==> src/rtl/pwm_capture.sv <==
// PWM period/duty capture: synchronizes an asynchronous PWM input, measures
// period and high time in prescaled ticks, and flags counter saturation.
module pwm_capture #(
  parameter int CNT_W       = 16,
  parameter int SYNC_STAGES = 2
) (
  input  logic             clk_i,
  input  logic             rstn_i,
  input  logic             pwm_i,
  input  logic             enable_i,
  input  logic [CNT_W-1:0] prescaler_i,
  output logic [CNT_W-1:0] period_o,
  output logic [CNT_W-1:0] duty_o,
  output logic             valid_o,
  output logic             timeout_o
);

  typedef enum logic [1:0] {
    IDLE      = 2'd0,
    WAIT_RISE = 2'd1,
    HIGH      = 2'd2,
    LOW       = 2'd3
  } state_t;

  localparam logic [CNT_W-1:0] CNT_ONE = CNT_W'(1);

  // Saturating increment: the counter parks at all-ones so a missing edge
  // shows up as a timeout instead of a silently wrapped measurement.
  function automatic logic [CNT_W-1:0] sat_inc(input logic [CNT_W-1:0] val);
    return (&val) ? val : val + CNT_ONE;
  endfunction

  function automatic logic is_sat(input logic [CNT_W-1:0] val);
    return &val;
  endfunction

  state_t              state_q;
  state_t              state_d;
  logic [SYNC_STAGES-1:0] pwm_sync_p0;
  logic                pwm_sync_p1;
  logic                rise;
  logic                fall;
  logic [CNT_W-1:0]    presc_cnt;
  logic [CNT_W-1:0]    presc_lat;
  logic                tick;
  logic [CNT_W-1:0]    count_q;
  logic [CNT_W-1:0]    high_q;
  logic                counting;
  logic                timeout_hit;
  logic                capture_hi;
  logic                capture_meas;

  // Stage p0: metastability chain; stage p1: delayed copy for edge detection
  always_ff @(posedge clk_i) begin
    if (!rstn_i) begin
      pwm_sync_p0 <= '0;
      pwm_sync_p1 <= 1'b0;
    end else begin
      pwm_sync_p0 <= {pwm_sync_p0[SYNC_STAGES-2:0], pwm_i};
      pwm_sync_p1 <= pwm_sync_p0[SYNC_STAGES-1];
    end
  end

  assign rise = pwm_sync_p0[SYNC_STAGES-1] & ~pwm_sync_p1;
  assign fall = ~pwm_sync_p0[SYNC_STAGES-1] & pwm_sync_p1;

  // Prescaler restarts on every rise so each period is timed against the
  // divider value captured at its own start.
  assign tick = (presc_cnt == presc_lat);

  always_ff @(posedge clk_i) begin
    if (!rstn_i) begin
      presc_cnt <= '0;
      presc_lat <= '0;
    end else if (rise) begin
      presc_cnt <= '0;
      presc_lat <= prescaler_i;
    end else if (tick) begin
      presc_cnt <= '0;
    end else begin
      presc_cnt <= presc_cnt + CNT_ONE;
    end
  end

  assign counting    = (state_q == HIGH) || (state_q == LOW);
  assign timeout_hit = enable_i && counting && tick && is_sat(count_q) && !rise && !fall;

  always_ff @(posedge clk_i) begin
    if (!rstn_i) begin
      count_q <= '0;
    end else if (rise) begin
      count_q <= CNT_ONE;
    end else if (counting && tick) begin
      count_q <= sat_inc(count_q);
    end
  end

  always_ff @(posedge clk_i) begin
    if (!rstn_i) begin
      state_q <= IDLE;
    end else begin
      state_q <= state_d;
    end
  end

  always_comb begin
    state_d = state_q;
    if (!enable_i) begin
      state_d = IDLE;
    end else begin
      unique case (state_q)
        IDLE:      state_d = WAIT_RISE;
        WAIT_RISE: if (rise) state_d = HIGH;
        HIGH: begin
          if (fall)             state_d = LOW;
          else if (timeout_hit) state_d = WAIT_RISE;
        end
        LOW: begin
          if (rise)             state_d = HIGH;
          else if (timeout_hit) state_d = WAIT_RISE;
        end
        default:   state_d = IDLE;
      endcase
    end
  end

  always_comb begin
    capture_hi   = 1'b0;
    capture_meas = 1'b0;
    if (enable_i) begin
      capture_hi   = (state_q == HIGH) && fall;
      capture_meas = (state_q == LOW) && rise;
    end
  end

  // Stage p2: measurement registers; outputs only move on a completed period
  always_ff @(posedge clk_i) begin
    if (!rstn_i) begin
      high_q    <= '0;
      period_o  <= '0;
      duty_o    <= '0;
      valid_o   <= 1'b0;
      timeout_o <= 1'b0;
    end else begin
      if (capture_hi) begin
        high_q <= count_q;
      end
      if (capture_meas) begin
        period_o <= count_q;
        duty_o   <= high_q;
      end
      valid_o   <= capture_meas;
      timeout_o <= timeout_hit;
    end
  end

endmodule

==> config.mk <==
export PLATFORM = sky130hd
export DESIGN_NAME = pwm_capture
export DESIGN_NICKNAME = d
export VERILOG_FILES = /design/src/rtl/pwm_capture.sv
export SDC_FILE = /design/constraint.sdc
export NUM_CORES = 1
export LEC_CHECK = 0
export CAP_MARGIN = 0
export CORE_MARGIN = 2
export CORE_UTILIZATION = 34
export DETAILED_ROUTE_END_ITERATION = 10
export MAX_ROUTING_LAYER = met4
export SKIP_CTS_REPAIR_TIMING = 1
export SYNTH_ARGS = -nofsm -noshare
export SYNTH_HDL_FRONTEND = slang
export SYNTH_SLANG_ARGS = --single-unit
==> constraint.sdc <==
create_clock -name clk_i -period 5.75 [get_ports clk_i]
set_clock_uncertainty 0.1 [all_clocks]
set_input_delay 0.8625 -clock clk_i [delete_from_list [all_inputs] [get_ports clk_i]]
set_output_delay 0.8625 -clock clk_i [all_outputs]
set_load 0.03 [all_outputs]
---- After elaboration in Yosys (flattened, before gate mapping) ----
Index checks and enable logic that the tools add are counted.
storage, ports and cells
  bits in registers ....................... 103
  output and inout port bits .............. 34
  logic and storage cells ................. 55
operators by class
  $add $sub $neg .......................... 2
  equal/unequal tests ..................... 6
  multiplexer cells ....................... 10
  bitwise logic cells ..................... 6
  reduce and logical (&&, ||, !) cells .... 19
operators with widths
  kind                                                                   number
  16-bit by 1-bit adder with 16-bit output, second input constant        2
  16-bit equality test                                                   1
  16-bit AND reduction                                                   1
  1-bit logical AND                                                      8
  2-bit two-way mux                                                      4
  2-bit one-hot mux with 4 select lines                                  1
  2-bit AND reduction                                                    3
  1-bit two-way mux                                                      5
  2-bit equality test, second input constant                             2
  2-bit != test, second input constant                                   2
  1-bit NOT                                                              4
  3-bit OR reduction                                                     1
  1-bit bitwise AND                                                      2
  2-bit by 1-bit equality test with 1-bit output, second input constant  1
  1-bit zero test                                                        2
  2-bit zero test                                                        1
  2-bit nonzero test                                                     1
  2-bit OR reduction                                                     1
  1-bit logical OR                                                       1

---- Logic depth before layout (Yosys ltp) ----
  depth after elaboration ................. 10
  gate-level depth with buffers ........... 7

---- Least setup slack after synthesis ----
Ideal clock, no wire load.
  path kind ............................... in2reg
  from .................................... input enable_i
  to ...................................... register high_q[10]
  library setup time ...................... 70 ps
  data arrival time ....................... 1903 ps
  setup slack ............................. 3677 ps
  stages .................................. 5
  cells stage by stage .................... nand2_1 nor3_1 clkbuf_1 nand2_1 a21oi_1
between the ends
  longest elaborated chain between the ends .. 1
RTL lines
  element               RTL line  source
  start, declared       10        input logic enable_i,
  1-bit two-way mux     130       if (enable_i) begin
  end signal, assigned  146       high_q <= count_q;
  end, declared         47        logic [CNT_W-1:0] high_q;
Every way passes these cells.
A chain may end at the register's enable or synchronous reset.

---- Worst setup path in the final report ----
  from .................................... input rstn_i
  to ...................................... register presc_cnt[14]
between the ends
  longest elaborated chain between the ends .. 2
RTL lines
  element                              RTL line  source
  start, declared                      8         input logic rstn_i,
  1-bit NOT (no source line)           -
  3-bit OR reduction (no source line)  -
  end signal, assigned                 81        presc_cnt <= presc_cnt + CNT_ONE;
  end, declared                        43        logic [CNT_W-1:0] presc_cnt;
Every way passes these cells.

==> flow_summary_export.csv <==
group,metric,value,unit
synth,yosys_most_used_dff,"dfxtp_1",
power_and_ir_drop,pwr_density_cell,277.7,nW/um^2
synth,ys_types,37,
sta,fmax,365.8,MHz
global_routing,grt_overflow,0,
synth,syn_area_per_cell,8.157,um^2
sta,finalMaxSlewViolations,0,
routing,wl,8.736,mm
floorplanning,die_area,12810,um^2
routing,vias_per_cell,4.873,
critical_path,required,5850,ps
critical_path,critPathSlowestCell,"buf_4",
power_and_ir_drop,cellLeakagePower,1.605,nW
synth,async_flop_share,0,%
finish,final_cells,686,
finish,antenna_cells,0,
synth,yosysTopAreaCell,"dfxtp_1",
power_and_ir_drop,peakVddDrop,0.1386,mV
synth,ys_top_cells_by_area,"dfxtp_1, nand2_1, a21oi_1",
sta,rsz0062_at_grt,"false",
status,status,"finished with violations",
job,drv_cap,0,
finish,drive_gt1_share,5.525,%
routing,drt_iter0_markers,130,
routing,antenna_left,0,
clock_tree,clock_path_buffers,2,
finish,syn_to_final_growth,22.44,%
placement,gp_congestion,0.8082,
sta,final.setup.tns,0,ps
routing,detail_route.wl_per_cell,12.73,um
clock_tree,root_buffer,"clkbuf_16",
sta,fin_crit_sh,47.54,%
clock_tree,cts.sinks,103,
synth,yosys.area.top_type_share,50.86,%
sta,fin_crit,2734,ps
clock_tree,clk_pin_slew,70,ps
clock_tree,cts_buffers,9,
synth,yosysWarnings,0,
global_routing,grt_first_pass_wirelength,14.84,mm
synth,synth_edf_count,0,
synth,seq_area_frac_synth,50.86,%
clock_tree,htree_num_levels,3,
floorplanning,dieWidth,113.2,um
finish,multi_input_area,1873,um^2
sta,worstMarginPinSlew,1201,ps
synth,synth.cell_area,4054,um^2
synth,synth_cells,497,
critical_path,path_class,"in -> reg",
status,violations,"design-rule violations",
critical_path,critPathMaxFanout,69,
clock_tree,clkLatencyLatePin,340,ps
routing,dr.pass1.iters,7,
floorplanning,num_rows,39,
placement,dp_cells,670,
clock_tree,tritoncts,"yes",
floorplanning,initial_core_util,35.20,%
synth,synth_seq_cells,103,
floorplanning,core_region_area,11520,um^2
floorplanning,die_h,113.2,um
critical_path,crit_path_frequent_cell,"nor2_1",
hold_path,hold_path_class,"reg -> reg",
routing,vias,3343,
synth,synth_fp_nets,519,
critical_path,worstSetupEndpointType,"flop",
sta,max-slew-margin-rel,19.85,%
global_routing,grt_pass1_vias,3156,
critical_path,max_stage_delay,530,ps
finish,fill_cells,1176,
global_routing,antenna_found_initial,0,
finish,register_area,2062,um^2
placement,dp_hpwl,6.088,mm
placement,port_buffers,53,
critical_path,cp.arrival,2840,ps
global_routing,grt_max_degree,70,
sta,finalHoldViolations,0,
sta,finalSetupViolations,0,
floorplanning,pin_count,54,
critical_path,critical_path.cell_chain,"clkdlybuf4s50_1, inv_2, buf_4, nor2_1, nand2b_1, nor2_1",
critical_path,start_kind,"input port",
finish,fin_nets,560,
routing,drc,4,
global_routing,grtUsageTotal,14.59,%
-- worst paths after layout --
check                 start              to  slack (ps)  depth (start not counted)
max                  rstn_i   presc_cnt[14]        3020                          6
max reg2reg    presc_cnt[8]     count_q[15]        3340                          6
min reg2reg  pwm_sync_p0[0]  pwm_sync_p0[1]         340                          1
min          pwm_sync_p0[0]  pwm_sync_p0[1]         340                          1
-- cell families (layout without fill, tap and decap cells) --
| logic type | count (synthesis) | count (layout) | share of synthesized area [%] |
|---|---|---|---|
| and+or+nand+nor | 243 | 243 | 26.76 |
| DFF | 103 | 103 | 50.86 |
| AOI/OAI and AO/OA | 82 | 82 | 10.68 |
| xor gates and xnor gates | 34 | 34 | 7.346 |
| buffers and inverters | 30 | 76 | 2.994 |
| muxes | 3 | 3 | 0.7408 |
| adders and majority gates | 2 | 2 | 0.6172 |
-- worst max-delay path: cells and delay by family --
kind	cells	cell delay [ps]
buf+inv	3	1120
simple gates	3	840
-- through the flow --
stage               setup WS, ps  total power (W)  hold WS (ps)  util [%]  instance area, um^2
floorplan                   3677        0.0007904         311.8         -                 4054
global placement            2688        0.0008151         322.4     40.66                 4682
detailed placement          2608        0.0008169         324.9     40.66                 4682
CTS                         2961         0.001392         345.2     43.10                 4964
global route                2841         0.001431         370.9     43.10                 4964
finish                      3016         0.001378         341.3     43.10                 4964
-- layer usage --
layer	share of wire, %	GRT usage (%)
met5	0	-
met4	1.7	5.935
met3	3.7	2.303
met2	48	24.91
met1	46	17.17
-- area by class of cell --
cell class / instances / share of cell area [%]
inverters: 4 / 0.3025
clock buffers: 9 / 4.537
multi-input cells: 364 / 37.74
clock inverters: 7 / 1.134
flip-flops and latches: 103 / 41.54
repair buffers: 56 / 11.14
well taps: 143 / 3.605
-- registers in the layout (all words and copies together), names as in the netlist, 2 cells and up --
| register | cells |
|---|---|
| count_q | 16 |
| duty_o | 16 |
| high_q | 16 |
| period_o | 16 |
| presc_cnt | 16 |
| presc_lat | 16 |
| pwm_sync_p0 | 2 |
| state_q | 2 |
-- cell usage after synthesis (2+ instances only) --
master and n:
xor2_1 13, o21ai_0 3, nor3_1 8, a31o_2 2, nand2b_1 4, mux2i_1 3, or3_1 6, nand3_1 10
a21oi_1 72, nand2_1 149, o31ai_1 2, ha_1 2, and3_1 2, nand4_1 13, nor2_1 35, dfxtp_1 103
or4_1 2, and2_1 4, clkbuf_1 24, xnor2_1 21, inv_1 3
-- where the power goes --
part | total, W | internal [W] | switching, W
sequential | 0.000729 | 0.000721 | 0.00000767
combinational | 0.0000704 | 0.0000290 | 0.0000414
clock | 0.000579 | 0.000299 | 0.000280
total | 0.00138 | 0.00105 | 0.000329
-- cells in the final DEF (no fill, tap or decap), types with 3 or more instances in the layout --
cell type and n:
or3_1 6, nand2b_1 4, clkdlybuf4s50_1 53, nor3_1 8, nand3_1 10, and2_1 4, o21ai_0 3, mux2i_1 3
inv_1 3, nand4_1 13, clkbuf_16 9, xnor2_1 21, buf_4 3, clkinv_4 3, xor2_1 13, dfxtp_1 103
nor2_1 34, nand2_1 149, a21oi_1 72
(Power assumes the default switching activity.)
